===== src/rtl/spi_readout_master.sv =====
// SPI readout master: frames one WORD_W-bit read with cs_n/sclk and shifts sdi in MSB first.
// The captured word is presented on data_out with a one-cycle data_valid strobe.
module spi_readout_master #(
    parameter int WORD_W      = 12,
    parameter int HALF_PERIOD = 5,
    parameter int CS_SETUP    = 5,
    parameter int CS_HOLD     = 5
) (
    input  logic              clk,
    input  logic              rst_n,
    input  logic              start,
    input  logic              abort,
    input  logic              sdi,
    output logic              cs_n,
    output logic              sclk,
    output logic [WORD_W-1:0] data_out,
    output logic              data_valid,
    output logic              busy,
    output logic [2:0]        dbg_state
);

    typedef enum logic [2:0] {
        S_IDLE  = 3'd0,
        S_SETUP = 3'd1,
        S_HIGH  = 3'd2,
        S_LOW   = 3'd3,
        S_HOLD  = 3'd4
    } state_t;

    localparam int BW = $clog2(WORD_W + 1);

    // Terminal counts: each phase ends when the 16-bit counter reaches N-1.
    localparam logic [15:0] SETUP_LAST = 16'(CS_SETUP - 1);
    localparam logic [15:0] HALF_LAST  = 16'(HALF_PERIOD - 1);
    localparam logic [15:0] HOLD_LAST  = 16'(CS_HOLD - 1);
    localparam logic [BW-1:0] BITS     = BW'(WORD_W);

    state_t            r_state;
    logic [15:0]       r_cnt;
    logic [BW-1:0]     r_bit_cnt;
    logic [WORD_W-1:0] r_shift;
    logic              r_cs_n;
    logic              r_sclk;
    logic [WORD_W-1:0] r_data;
    logic              r_valid;

    state_t            w_state;
    logic [15:0]       w_cnt;
    logic [BW-1:0]     w_bit_cnt;
    logic [WORD_W-1:0] w_shift;
    logic              w_cs_n;
    logic              w_sclk;
    logic [WORD_W-1:0] w_data;
    logic              w_valid;
    logic              w_busy;

    assign w_busy = (r_state != S_IDLE);

    always_comb begin
        w_state   = r_state;
        w_cnt     = r_cnt;
        w_bit_cnt = r_bit_cnt;
        w_shift   = r_shift;
        w_cs_n    = r_cs_n;
        w_sclk    = r_sclk;
        w_data    = r_data;
        w_valid   = 1'b0;

        // abort outranks every transition but only while a transfer is running,
        // so start+abort in IDLE still launches a transfer.
        if (w_busy && abort) begin
            w_state   = S_IDLE;
            w_cs_n    = 1'b1;
            w_sclk    = 1'b0;
            w_cnt     = '0;
            w_bit_cnt = '0;
        end else begin
            case (r_state)
                S_IDLE: begin
                    if (start) begin
                        w_state   = S_SETUP;
                        w_cs_n    = 1'b0;
                        w_sclk    = 1'b0;
                        w_cnt     = '0;
                        w_bit_cnt = '0;
                        w_shift   = '0;
                    end
                end
                S_SETUP: begin
                    if (r_cnt == SETUP_LAST) begin
                        w_shift   = {r_shift[WORD_W-2:0], sdi};
                        w_bit_cnt = r_bit_cnt + 1'b1;
                        w_sclk    = 1'b1;
                        w_cnt     = '0;
                        w_state   = S_HIGH;
                    end else begin
                        w_cnt = r_cnt + 16'd1;
                    end
                end
                S_HIGH: begin
                    if (r_cnt == HALF_LAST) begin
                        w_sclk  = 1'b0;
                        w_cnt   = '0;
                        w_state = S_LOW;
                    end else begin
                        w_cnt = r_cnt + 16'd1;
                    end
                end
                S_LOW: begin
                    if (r_cnt == HALF_LAST) begin
                        w_cnt = '0;
                        // sdi is taken on the same edge that raises sclk; the slave
                        // updates it only after that rise.
                        if (r_bit_cnt < BITS) begin
                            w_shift   = {r_shift[WORD_W-2:0], sdi};
                            w_bit_cnt = r_bit_cnt + 1'b1;
                            w_sclk    = 1'b1;
                            w_state   = S_HIGH;
                        end else begin
                            w_state = S_HOLD;
                        end
                    end else begin
                        w_cnt = r_cnt + 16'd1;
                    end
                end
                S_HOLD: begin
                    if (r_cnt == HOLD_LAST) begin
                        w_cs_n  = 1'b1;
                        w_data  = r_shift;
                        w_valid = 1'b1;
                        w_cnt   = '0;
                        w_state = S_IDLE;
                    end else begin
                        w_cnt = r_cnt + 16'd1;
                    end
                end
                default: begin
                    w_state = S_IDLE;
                    w_cs_n  = 1'b1;
                    w_sclk  = 1'b0;
                    w_cnt   = '0;
                end
            endcase
        end
    end

    always_ff @(posedge clk or negedge rst_n) begin
        if (!rst_n) begin
            r_state   <= S_IDLE;
            r_cnt     <= '0;
            r_bit_cnt <= '0;
            r_shift   <= '0;
            r_cs_n    <= 1'b1;
            r_sclk    <= 1'b0;
            r_data    <= '0;
            r_valid   <= 1'b0;
        end else begin
            r_state   <= w_state;
            r_cnt     <= w_cnt;
            r_bit_cnt <= w_bit_cnt;
            r_shift   <= w_shift;
            r_cs_n    <= w_cs_n;
            r_sclk    <= w_sclk;
            r_data    <= w_data;
            r_valid   <= w_valid;
        end
    end

    assign cs_n       = r_cs_n;
    assign sclk       = r_sclk;
    assign data_out   = r_data;
    assign data_valid = r_valid;
    assign busy       = w_busy;
    assign dbg_state  = r_state;

endmodule

===== config.mk =====
export PLATFORM = sky130hd
export DESIGN_NAME = spi_readout_master
export DESIGN_NICKNAME = d
export VERILOG_FILES = /design/src/rtl/spi_readout_master.sv
export SDC_FILE = /design/constraint.sdc
export NUM_CORES = 1
export LEC_CHECK = 0
export BUFFER_PORTS_ARGS = -buffer_cell sky130_fd_sc_hd__clkbuf_2
export CAP_MARGIN = 10
export CORE_ASPECT_RATIO = 1.5
export CORE_MARGIN = 1
export CORE_UTILIZATION = 35
export DETAILED_ROUTE_END_ITERATION = 16
export PLACE_DENSITY = 0.55
export RECOVER_POWER = 25
export SYNTH_ARGS = -nofsm -noshare
export SYNTH_HDL_FRONTEND = slang
export SYNTH_SLANG_ARGS = --single-unit
export TNS_END_PERCENT = 1

===== constraint.sdc =====
create_clock -name clk -period 5.27 [get_ports clk]
set_input_delay 1.054 -clock clk [delete_from_list [all_inputs] [get_ports clk]]
set_output_delay 1.054 -clock clk [all_outputs]
set_load 0.02 [all_outputs]

==> impl_metrics.csv <==
group,metric,value,unit
setup_path,critPathBufInv,2,
final_layout,area_growth,10.34,%
clock_network,cts_hold_repair.buffers,0,
setup_path,critPathLaunch,"rst_n",
drt,drtIter0Drc,81,
timing,fmax,309.5,MHz
worst_hold_path,whs_path_depth,1,
timing,fin_skew,0.008333,ns
setup_path,rrSetupSlack,2.83,ns
setup_path,crit_fanout,50,
clock_network,cts-root-buf,"clkbuf_8",
drt,drc_errors,2,
drt,wl_per_cell,15.67,um
timing,setup_viol,0,
final_layout,final_util,39.96,%
drt,wirelength,5.063,mm
clock_network,cts_tree,"done",
worst_hold_path,worstHoldEndpoint,"sclk",
setup_path,cp.arrival,3.07,ns
clock_network,clock_sinks,50,
setup_path,start_kind,"input pin",
place,placed_area,2644,um2
clock_network,cts_resized,0,
timing,rsz0062_at_grt,"no",
drt,dr.pass1.iters,10,
synthesis,synth-seq-area-share,50.48,%
timing,worst_pin_slew,2.713,ns
drt,viasPerCell,5.709,
flow_run,maxCapViolCount,1,
synthesis,synth_xor_area_share,0.7060,%
synthesis,synth_top_family_by_area,"simple AND/OR/NAND/NOR gates",
synthesis,syn_inst,225,
worst_hold_path,hold_path_class,"reg2reg",
clock_network,cts_setup_buffers,0,
setup_path,r2r-start,"dbg_state[0]",
final_layout,finalNonFillerCells,323,
synthesis,synth-adder-area-share,1.513,%
power_and_ir_drop,ir_drop,0.1064,mV
clock_network,h-tree-depth,2,
place,place.gp.congestion,0.7475,
final_layout,fin_area,2738,um2
timing,max_slew_margin,-80.88,%
floorplan,die_y,105.1,um
synthesis,ys_types,50,
floorplan,ios,24,
global_routing,grt_max_degree,51,
setup_path,cpLargestDelayFamily,"buffers and inverters",
setup_path,r2r-end,"r_bit_cnt[0]",
floorplan,start_util,36.21,%
setup_path,critPathCaptureType,"async pin",
synthesis,synth-compound-area-share,17.65,%
synthesis,ys_warn_count,0,
drt,antenna_left,0,
final_layout,nets,252,
worst_hold_path,worstHoldStart,"sclk",
place,dp.cells,314,
synthesis,synthesis.area,2481,um2
drt,vias,1844,
floorplan,die_width,70.75,um
floorplan,rows,37,
setup_path,rr_worst_depth,3,
clock_network,numCtsBuffers,5,
timing,fin_setup_tns,0,ns
place,io_buffers,23,
global_routing,grtUsageTotal,15.10,%
global_routing,grt-ovfl-total,0,
synthesis,synth_edf_count,0,
setup_path,critPathSlowestCell,"clkbuf_1",
timing,fin_crit_sh,61.31,%
status,status,"finished with violations",
clock_network,clock_latency,0.30,ns
power_and_ir_drop,p_leak,1.274,nW
final_layout,final_common_cell,"dfrtp_1",
setup_path,worstPathCellList,"clkbuf_2, clkbuf_1",
clock_network,cts.reportedPaths.clkPinSlew,0.09,ns
final_layout,drive_gt1_share,21.63,%
power_and_ir_drop,p_per_area,313.0,nW/um2
timing,min_period,3.231,ns
timing,hold_viol,0,
synthesis,ys_ff_latch,50,
place,dp_hpwl,3.434,mm
global_routing,grt_pass1_wl,9.045,mm
setup_path,worstSetupPathType,"in2async",
setup_path,cp_slowest_stage_delay,1.91,ns
synthesis,syn-num-nets,233,
synthesis,synth_simple_gate_area_share,18.05,%
final_layout,diodes,0,
floorplan,die_area,7437,um2
synthesis,synth_mux_area_share,8.069,%
timing,slew_viol_final,51,
setup_path,cp.required,5.11,ns
global_routing,antenna_found_initial,0,
clock_network,clock_path_buffers,2,
synthesis,synth_flop_cell,"dfrtp_1",
status,violations,"design-rule violations, max-capacitance violations, max-slew violations",
final_layout,layout_common_cells,"49 x dfrtp_1, 23 x clkbuf_2, 14 x a31oi_1",
global_routing,grt_pass1_vias,1912,
synthesis,synth-async-reset-ratio,100.0,%
synthesis,syn_avg_cell_area,11.03,um2
floorplan,core,6852,um2
[layer usage]
| layer | up-vias | GRT usage (%) | part of all wire [%] |
|---|---|---|---|
| met4 | 0 | 4.857 | 1.1 |
| met1 | 909 | 18.48 | 44 |
| met2 | 37 | 26.72 | 52 |
| met5 | - | 0 | 0 |
| li1 | 893 | - | - |
| met3 | 5 | 2.411 | 3.1 |
[registers in the layout (all words and copies together), names as in the netlist]
name / cells
data_out: 12
data_valid: 1
r_cnt: 16
r_bit_cnt: 4
cs_n: 1
sclk: 1
dbg_state: 3
r_shift: 12
[metrics by stage]
stage / hold slack [ns] / total power, W / worst slack [ns]
after floorplan: 0.4597 / 0.0005805 / 2.976
after detailed placement: 0.4722 / 0.0006351 / 2.244
after global placement: 0.4809 / 0.0006343 / 2.331
after CTS: 0.4945 / 0.0008674 / 2.551
final: 0.4945 / 0.0008569 / 2.039
after global routing: 0.5262 / 0.0009102 / 1.454
[report_power, final]
group          switching (W)  internal, W
clock               0.000135    0.0000936
sequential         0.0000332     0.000405
combinational       0.000123    0.0000662
[cell usage after synthesis (all sizes together) (4+ instances only)]
master  count  area [um2]
nand3      11       55.05
nand2      10       37.54
a22o       13       113.9
buf         6       35.03
clkbuf      8       30.03
nor4        5       50.05
a31oi      14       87.58
nor2        6       22.52
o21ai       8       40.04
nand2b      6       37.54
inv         6       22.52
dfrtp      49        1226
nand4       4       25.02
and3        6       37.54
a21oi      11       55.05
or3         5       31.28
o211ai      4       30.03
mux2       13       180.2
[worst max-delay path by stage]
stage | end | slack, ns | depth (start not counted)
4_1_cts | r_bit_cnt[0] | 2.55 | 4
3_5_place_dp | r_bit_cnt[0] | 2.24 | 4
6_report | r_cnt[1] | 2.04 | 2
5_1_grt | data_out[2] | 1.45 | 2
3_3_place_gp | r_bit_cnt[0] | 2.33 | 4
2_1_floorplan | busy | 2.98 | 3
[kinds of logic after synthesis]
| logic type | count (synthesis) |
|---|---|
| AND/OR/NAND/NOR | 71 |
| adder cells (fa/ha/maj) | 3 |
| AO/OA/AOI/OAI | 64 |
| flip-flops | 50 |
| XOR/XNOR | 2 |
| multiplexers | 15 |
| buffers and inverters | 20 |
[area by class of cell]
cell class | instances | area [um2]
clock buffers | 5 | 68.82
fillers | 683 | 4114
multi-input cells | 155 | 1141
repair buffers | 26 | 133.9
clock inverters | 3 | 21.27
well taps | 78 | 97.59
inverters | 6 | 22.52
flip-flops and latches | 50 | 1252
Power figures use the tool's default switching activity.
